`config.mk`:
```
export PLATFORM = sky130hd
export DESIGN_NAME = fetch_pc_ctrl
export DESIGN_NICKNAME = d
export VERILOG_FILES = /design/src/rtl/fetch_pc_ctrl.sv
export SDC_FILE = /design/constraint.sdc
export NUM_CORES = 1
export LEC_CHECK = 0
export CORE_AREA = 2 2 115 117
export CTS_CLUSTER_DIAMETER = 120
export DETAILED_ROUTE_END_ITERATION = 8
export DIE_AREA = 0 0 117 119
export HOLD_SLACK_MARGIN = 0.08
export PLACE_DENSITY = 0.77
export SLEW_MARGIN = 20
export SYNTH_ARGS = -nofsm -noshare
export SYNTH_HDL_FRONTEND = slang
export SYNTH_SLANG_ARGS = --single-unit
```
`constraint.sdc`:
```
create_clock -name clk -period 2.85 [get_ports clk]
set_input_delay 0.57 -clock clk [delete_from_list [all_inputs] [get_ports clk]]
set_output_delay 0.57 -clock clk [all_outputs]
set_load 0.01 [all_outputs]
```
`src/rtl/fetch_pc_ctrl.sv`:
```
// Y86-64 fetch PC selection, F pipeline register and pipeline-control FSM.
// Optional performance counters are built when PC_CTRL_PERF_EN is defined.
module fetch_pc_ctrl #(
  parameter int unsigned    XLEN     = 64,
  parameter logic [XLEN-1:0] RESET_PC = '0
) (
  input  logic            clk,
  input  logic            rst_n,
  input  logic [XLEN-1:0] f_predPC_i,
  input  logic [3:0]      f_icode_i,
  input  logic [2:0]      f_stat_i,
  input  logic [3:0]      d_srcA_i,
  input  logic [3:0]      d_srcB_i,
  input  logic [3:0]      E_icode_i,
  input  logic [3:0]      E_dstM_i,
  input  logic            e_Cnd_i,
  input  logic [3:0]      M_icode_i,
  input  logic            M_Cnd_i,
  input  logic [XLEN-1:0] M_valA_i,
  input  logic [3:0]      W_icode_i,
  input  logic [XLEN-1:0] W_valM_i,
  output logic [XLEN-1:0] pc_o,
  output logic            F_stall_o,
  output logic            D_stall_o,
  output logic            D_bubble_o,
  output logic            E_bubble_o,
`ifdef PC_CTRL_PERF_EN
  output logic [31:0]     stall_cnt_o,
  output logic [31:0]     bubble_cnt_o,
  output logic [31:0]     ret_cnt_o,
`endif
  output logic            halted_o
);

  localparam logic [3:0] IMRMOVQ = 4'h5;
  localparam logic [3:0] IJXX    = 4'h7;
  localparam logic [3:0] IRET    = 4'h9;
  localparam logic [3:0] IPOPQ   = 4'hB;
  localparam logic [3:0] RNONE   = 4'hF;
  localparam logic [2:0] SAOK    = 3'd1;

  typedef enum logic [1:0] {StRun, StRetWait, StHalt} state_e;

  state_e          r_state;
  state_e          w_next_state;
  logic [XLEN-1:0] r_pred_pc;
  logic            w_mispredict;
  logic            w_load_use;
  logic            w_ret_done;

  assign w_mispredict = (E_icode_i == IJXX) && !e_Cnd_i;
  assign w_load_use   = ((E_icode_i == IMRMOVQ) || (E_icode_i == IPOPQ)) &&
                        (E_dstM_i != RNONE) &&
                        ((E_dstM_i == d_srcA_i) || (E_dstM_i == d_srcB_i));

  always_comb begin
    if ((M_icode_i == IJXX) && !M_Cnd_i) begin
      pc_o = M_valA_i;
    end else if (W_icode_i == IRET) begin
      pc_o = W_valM_i;
    end else begin
      pc_o = r_pred_pc;
    end
  end

  always_comb begin
    w_next_state = r_state;
    F_stall_o    = 1'b0;
    D_stall_o    = 1'b0;
    D_bubble_o   = 1'b0;
    E_bubble_o   = 1'b0;
    // A mispredict squashes everything younger, including speculative ret/halt waits.
    if (w_mispredict) begin
      D_bubble_o   = 1'b1;
      E_bubble_o   = 1'b1;
      w_next_state = StRun;
    end else begin
      if (w_load_use) begin
        F_stall_o  = 1'b1;
        D_stall_o  = 1'b1;
        E_bubble_o = 1'b1;
      end
      case (r_state)
        StRun: begin
          if (!F_stall_o) begin
            if (f_stat_i != SAOK) begin
              w_next_state = StHalt;
            end else if (f_icode_i == IRET) begin
              w_next_state = StRetWait;
            end
          end
        end
        StRetWait: begin
          if (W_icode_i == IRET) begin
            w_next_state = StRun;
          end else begin
            F_stall_o  = 1'b1;
            D_bubble_o = !D_stall_o;
          end
        end
        StHalt: begin
          F_stall_o  = 1'b1;
          D_bubble_o = !D_stall_o;
        end
        default: w_next_state = StRun;
      endcase
    end
  end

  assign halted_o   = (r_state == StHalt);
  assign w_ret_done = (r_state == StRetWait) && (w_next_state == StRun);

  always_ff @(posedge clk or negedge rst_n) begin
    if (!rst_n) begin
      r_state   <= StRun;
      r_pred_pc <= RESET_PC;
    end else begin
      r_state <= w_next_state;
      if (!F_stall_o) begin
        r_pred_pc <= f_predPC_i;
      end
    end
  end

`ifdef PC_CTRL_PERF_EN
  logic [31:0] r_stall_cnt;
  logic [31:0] r_bubble_cnt;
  logic [31:0] r_ret_cnt;

  // Counters saturate rather than wrap so long runs stay monotonic.
  always_ff @(posedge clk or negedge rst_n) begin
    if (!rst_n) begin
      r_stall_cnt  <= '0;
      r_bubble_cnt <= '0;
      r_ret_cnt    <= '0;
    end else begin
      if (F_stall_o && (r_stall_cnt != 32'hFFFF_FFFF)) begin
        r_stall_cnt <= r_stall_cnt + 32'd1;
      end
      if ((D_bubble_o || E_bubble_o) && (r_bubble_cnt != 32'hFFFF_FFFF)) begin
        r_bubble_cnt <= r_bubble_cnt + 32'd1;
      end
      if (w_ret_done && (r_ret_cnt != 32'hFFFF_FFFF)) begin
        r_ret_cnt <= r_ret_cnt + 32'd1;
      end
    end
  end

  assign stall_cnt_o  = r_stall_cnt;
  assign bubble_cnt_o = r_bubble_cnt;
  assign ret_cnt_o    = r_ret_cnt;
`else
  logic w_unused;
  assign w_unused = w_ret_done;
`endif

endmodule

```
==> key figures, run 1 <==
Logic synthesis
  – Gate Count Post-Synth: 397
  – Sequential share of the synthesized area: 39.0%
  – Synth cell types: 34
  – Yosys warning count: 0
  – Mean Syn Cell Area: 10.7 sq um
  – Netlist Area Pre-Place: 4240 sq um
  – #FFs+latches synth: 66
  – Synthesized net count: 627

Routing
  – DR WL/cell: 16.9 microns
  – Antenna-violating nets left: 0
  – Vias/cell: 4.78
  – Residual DRC: 0
  – Initial DRC count: 152
  – Final WL: 15.3 mm
  – Total number of vias: 4304
  – DRT Pass-1 Iters: 4

Clock network
  – Clock transition at the registers of the reported paths: 0.06 ns
  – Clock tree from TritonCTS: done
  – TritonCTS Buffers: 9
  – Clock tree buffer depth: 2
  – Clk_lat worst skew: 0.32 ns
  – CTS sink count: 66
  – H-tree Lvls: 3
  – Root buf cell: clkbuf_16

Floorplan
  – Initial Utilization: 32.9%
  – # rows: 42
  – Die width: 117 microns
  – Total core area: 12900 sq um
  – Num ports: 296
  – DIE HEIGHT: 119 microns
  – Die ar.: 13900 sq um

Timing
  – Final Cycle Share: 99.5%
  – Final setup fails: 0
  – Fin. Hold Viols: 0
  – Worst rel slew slack: 51.6%
  – RSZ-0062 raised after global routing: true
  – Final TNS setup: 0 ns
  – Least-Margin Pin Slew: 0.726 ns
  – Max frequency: 353 MHz
  – Hold WS: 0.300 ns
  – Fin. max-slew vios: 0
  – Period minus WS final: 2.84 ns
  – Skew final: 0.00605 ns
  – Final setup margin: 0.0143 ns

Cells and area
  – Layout area overhead: 91.1%
  – Fill cells: 1037
  – Commonest cells after routing, fill and taps aside: 221 x clkdlybuf4s50_1, 66 x dfrtp_1, 65 x a21oi_1, 60 x nor2_1, 55 x mux2i_1
  – Most common cell after layout, fill and taps aside: clkdlybuf4s50_1
  – Final #Nets: 950
  – Design area: 8100 sq um
  – ANT cells: 0
  – Share of layout cells above drive strength 1: 24.1%

Global routing
  – Vias in the first global route: 4654
  – All-Layer GR Usage: 21.6%
  – Antenna violations before repair: 0
  – First-pass GRT wire length: 23.2 mm
  – GRT overflow: 0
  – Pin count of the biggest net entering global routing: 64

Critical path
  – Crit path kind: input pin to output port
  – Critical path capture point type: output port
  – Register-to-Register Path Depth: 7
  – Worst Path Required: 2.28 ns
  – Critical path peak fanout: 63
  – CP Launch Type: input pin
  – Worst path arrival time: 2.27 ns

Worst hold path
  – Hold crit path type: input pin to asynchronous set/reset pin

Power and ir drop
  – Max VDD drop: 0.000461 V
  – Lkg Pwr: 3.52 nW
  – Power, Total: 4.85 mW
  – Pwr dens: 599 nW/um^2

Placed design
  – Setup Slack @ Placement: -0.461 ns
  – DP Area: 7520 sq um
  – GP Congestion: 0.846
  – Final HPWL DP: 11.7 mm
  – PortBufs: 295

Run
  – Maxcap violations: 0

Outcome
  – Run status: completed
==> kinds of logic (layout without fill, tap and decap cells) <==
kind of cell    after synthesis  in the layout  synth area share, %
xor+xnor                      8              8                 1.65
flops                        66             66                 39.0
buf+inv                      34            362                 4.19
compound gates               75             75                 9.45
mux                         128            128                 36.5
fa+ha+maj                     3              3                0.886
simple gates                 83             83                 8.39
==> per-layer routing <==
layer  global-route usage [%]  wire, microns
met1                     24.3           5790
met5                        0              0
met3                     3.61           1030
met4                     8.90            391
met2                     39.5           8040
==> critical path: stages <==
cell,delay (ns)
clkdlybuf4s50_1,0.46
nor4bb_2,0.27
buf_4,0.16
nand2_4,0.08
buf_12,0.19
nor2_1,0.14
a21oi_1,0.05
dlygate4sd2_1,0.30
==> metrics by stage <==
step / instances / util [%]
6_report: 901 / 62.9
3_5_place_dp: 859 / 58.4
5_1_grt: 901 / 62.9
2_1_floorplan: 397 / -
3_3_place_gp: 859 / 58.4
4_1_cts: 903 / 63.1
==> Yosys cell counts <==
cell type,count,area (sq um)
nand2b_1,2,12.5
a21oi_1,65,325
buf_1,2,7.51
o31ai_1,1,7.51
nand4bb_1,1,11.3
nor4_1,1,6.26
ha_1,3,37.5
mux2_4,49,736
nand2_1,5,18.8
o2111ai_1,1,8.76
nor2b_1,1,6.26
o31a_1,1,8.76
and3_1,1,6.26
nor2_1,65,244
o2bb2ai_1,2,17.5
mux2_2,15,169
o21ai_0,2,10.0
or3_1,1,6.26
o22ai_1,1,6.26
nand3_1,2,10.0
nand4_1,1,6.26
a41oi_1,1,8.76
mux2i_1,64,641
o21bai_1,1,7.51
buf_6,5,56.3
dfrtp_1,66,1650
xor2_1,4,35.0
buf_2,7,35.0
nor3b_1,1,7.51
buf_4,1,7.51
xnor2_1,4,35.0
inv_1,5,18.8
clkbuf_1,14,52.6
nor4bb_1,2,20.0
==> state kept, by name, summed over array words and instances, names as in the netlist <==
signal / cells
r_pred_pc: 64
r_state: 2
==> path summary, 6_finish.rpt <==
path,from,endpoint,slack [ns]
setup / recovery,M_Cnd_i,pc_o[42],0.01
hold / removal,rst_n,r_pred_pc[2],0.30
setup reg to reg,r_state[0],r_pred_pc[48],0.73
hold reg to reg,r_pred_pc[50],r_pred_pc[50],0.51
max in group asynchronous,rst_n,r_pred_pc[62],1.89
min in group clk,r_pred_pc[50],r_pred_pc[50],0.51
==> power breakdown <==
group	total (mW)	switching (mW)	leakage, nW	internal, mW
Combinational	2.24	0.889	2.59	1.35
Sequential	1.42	0.195	0.772	1.23
Clock	1.18	0.397	0.156	0.786
==> what timing repair did <==
action                                  4_1_cts  5_1_grt
endpoints found under the setup margin       68       55
setup buffers                                24        0
gates cloned                                  4        0
pin swaps                                     6        6
hold buffers                                  0        0
gates resized for setup                     172       34
==> layout make-up <==
class                           instances  area, sq um  area share, %
Tap cell                              176          220           2.72
Sequential cell                        66         1650           20.4
Clock buffer                           11          243           3.00
Timing Repair Buffer                  341         3370           41.6
Inverter                                5         18.8          0.232
Multi-Input combinational cell        297         2520           31.1
Clock inverter                          5         77.6          0.958
(Power assumes the default switching activity.)
==> run 2: changes to the inputs <==
- CTS_CLUSTER_SIZE: unset -> 10
==> results of run 2 <==
Final layout, timing and power as in run 1 (identical DEF).
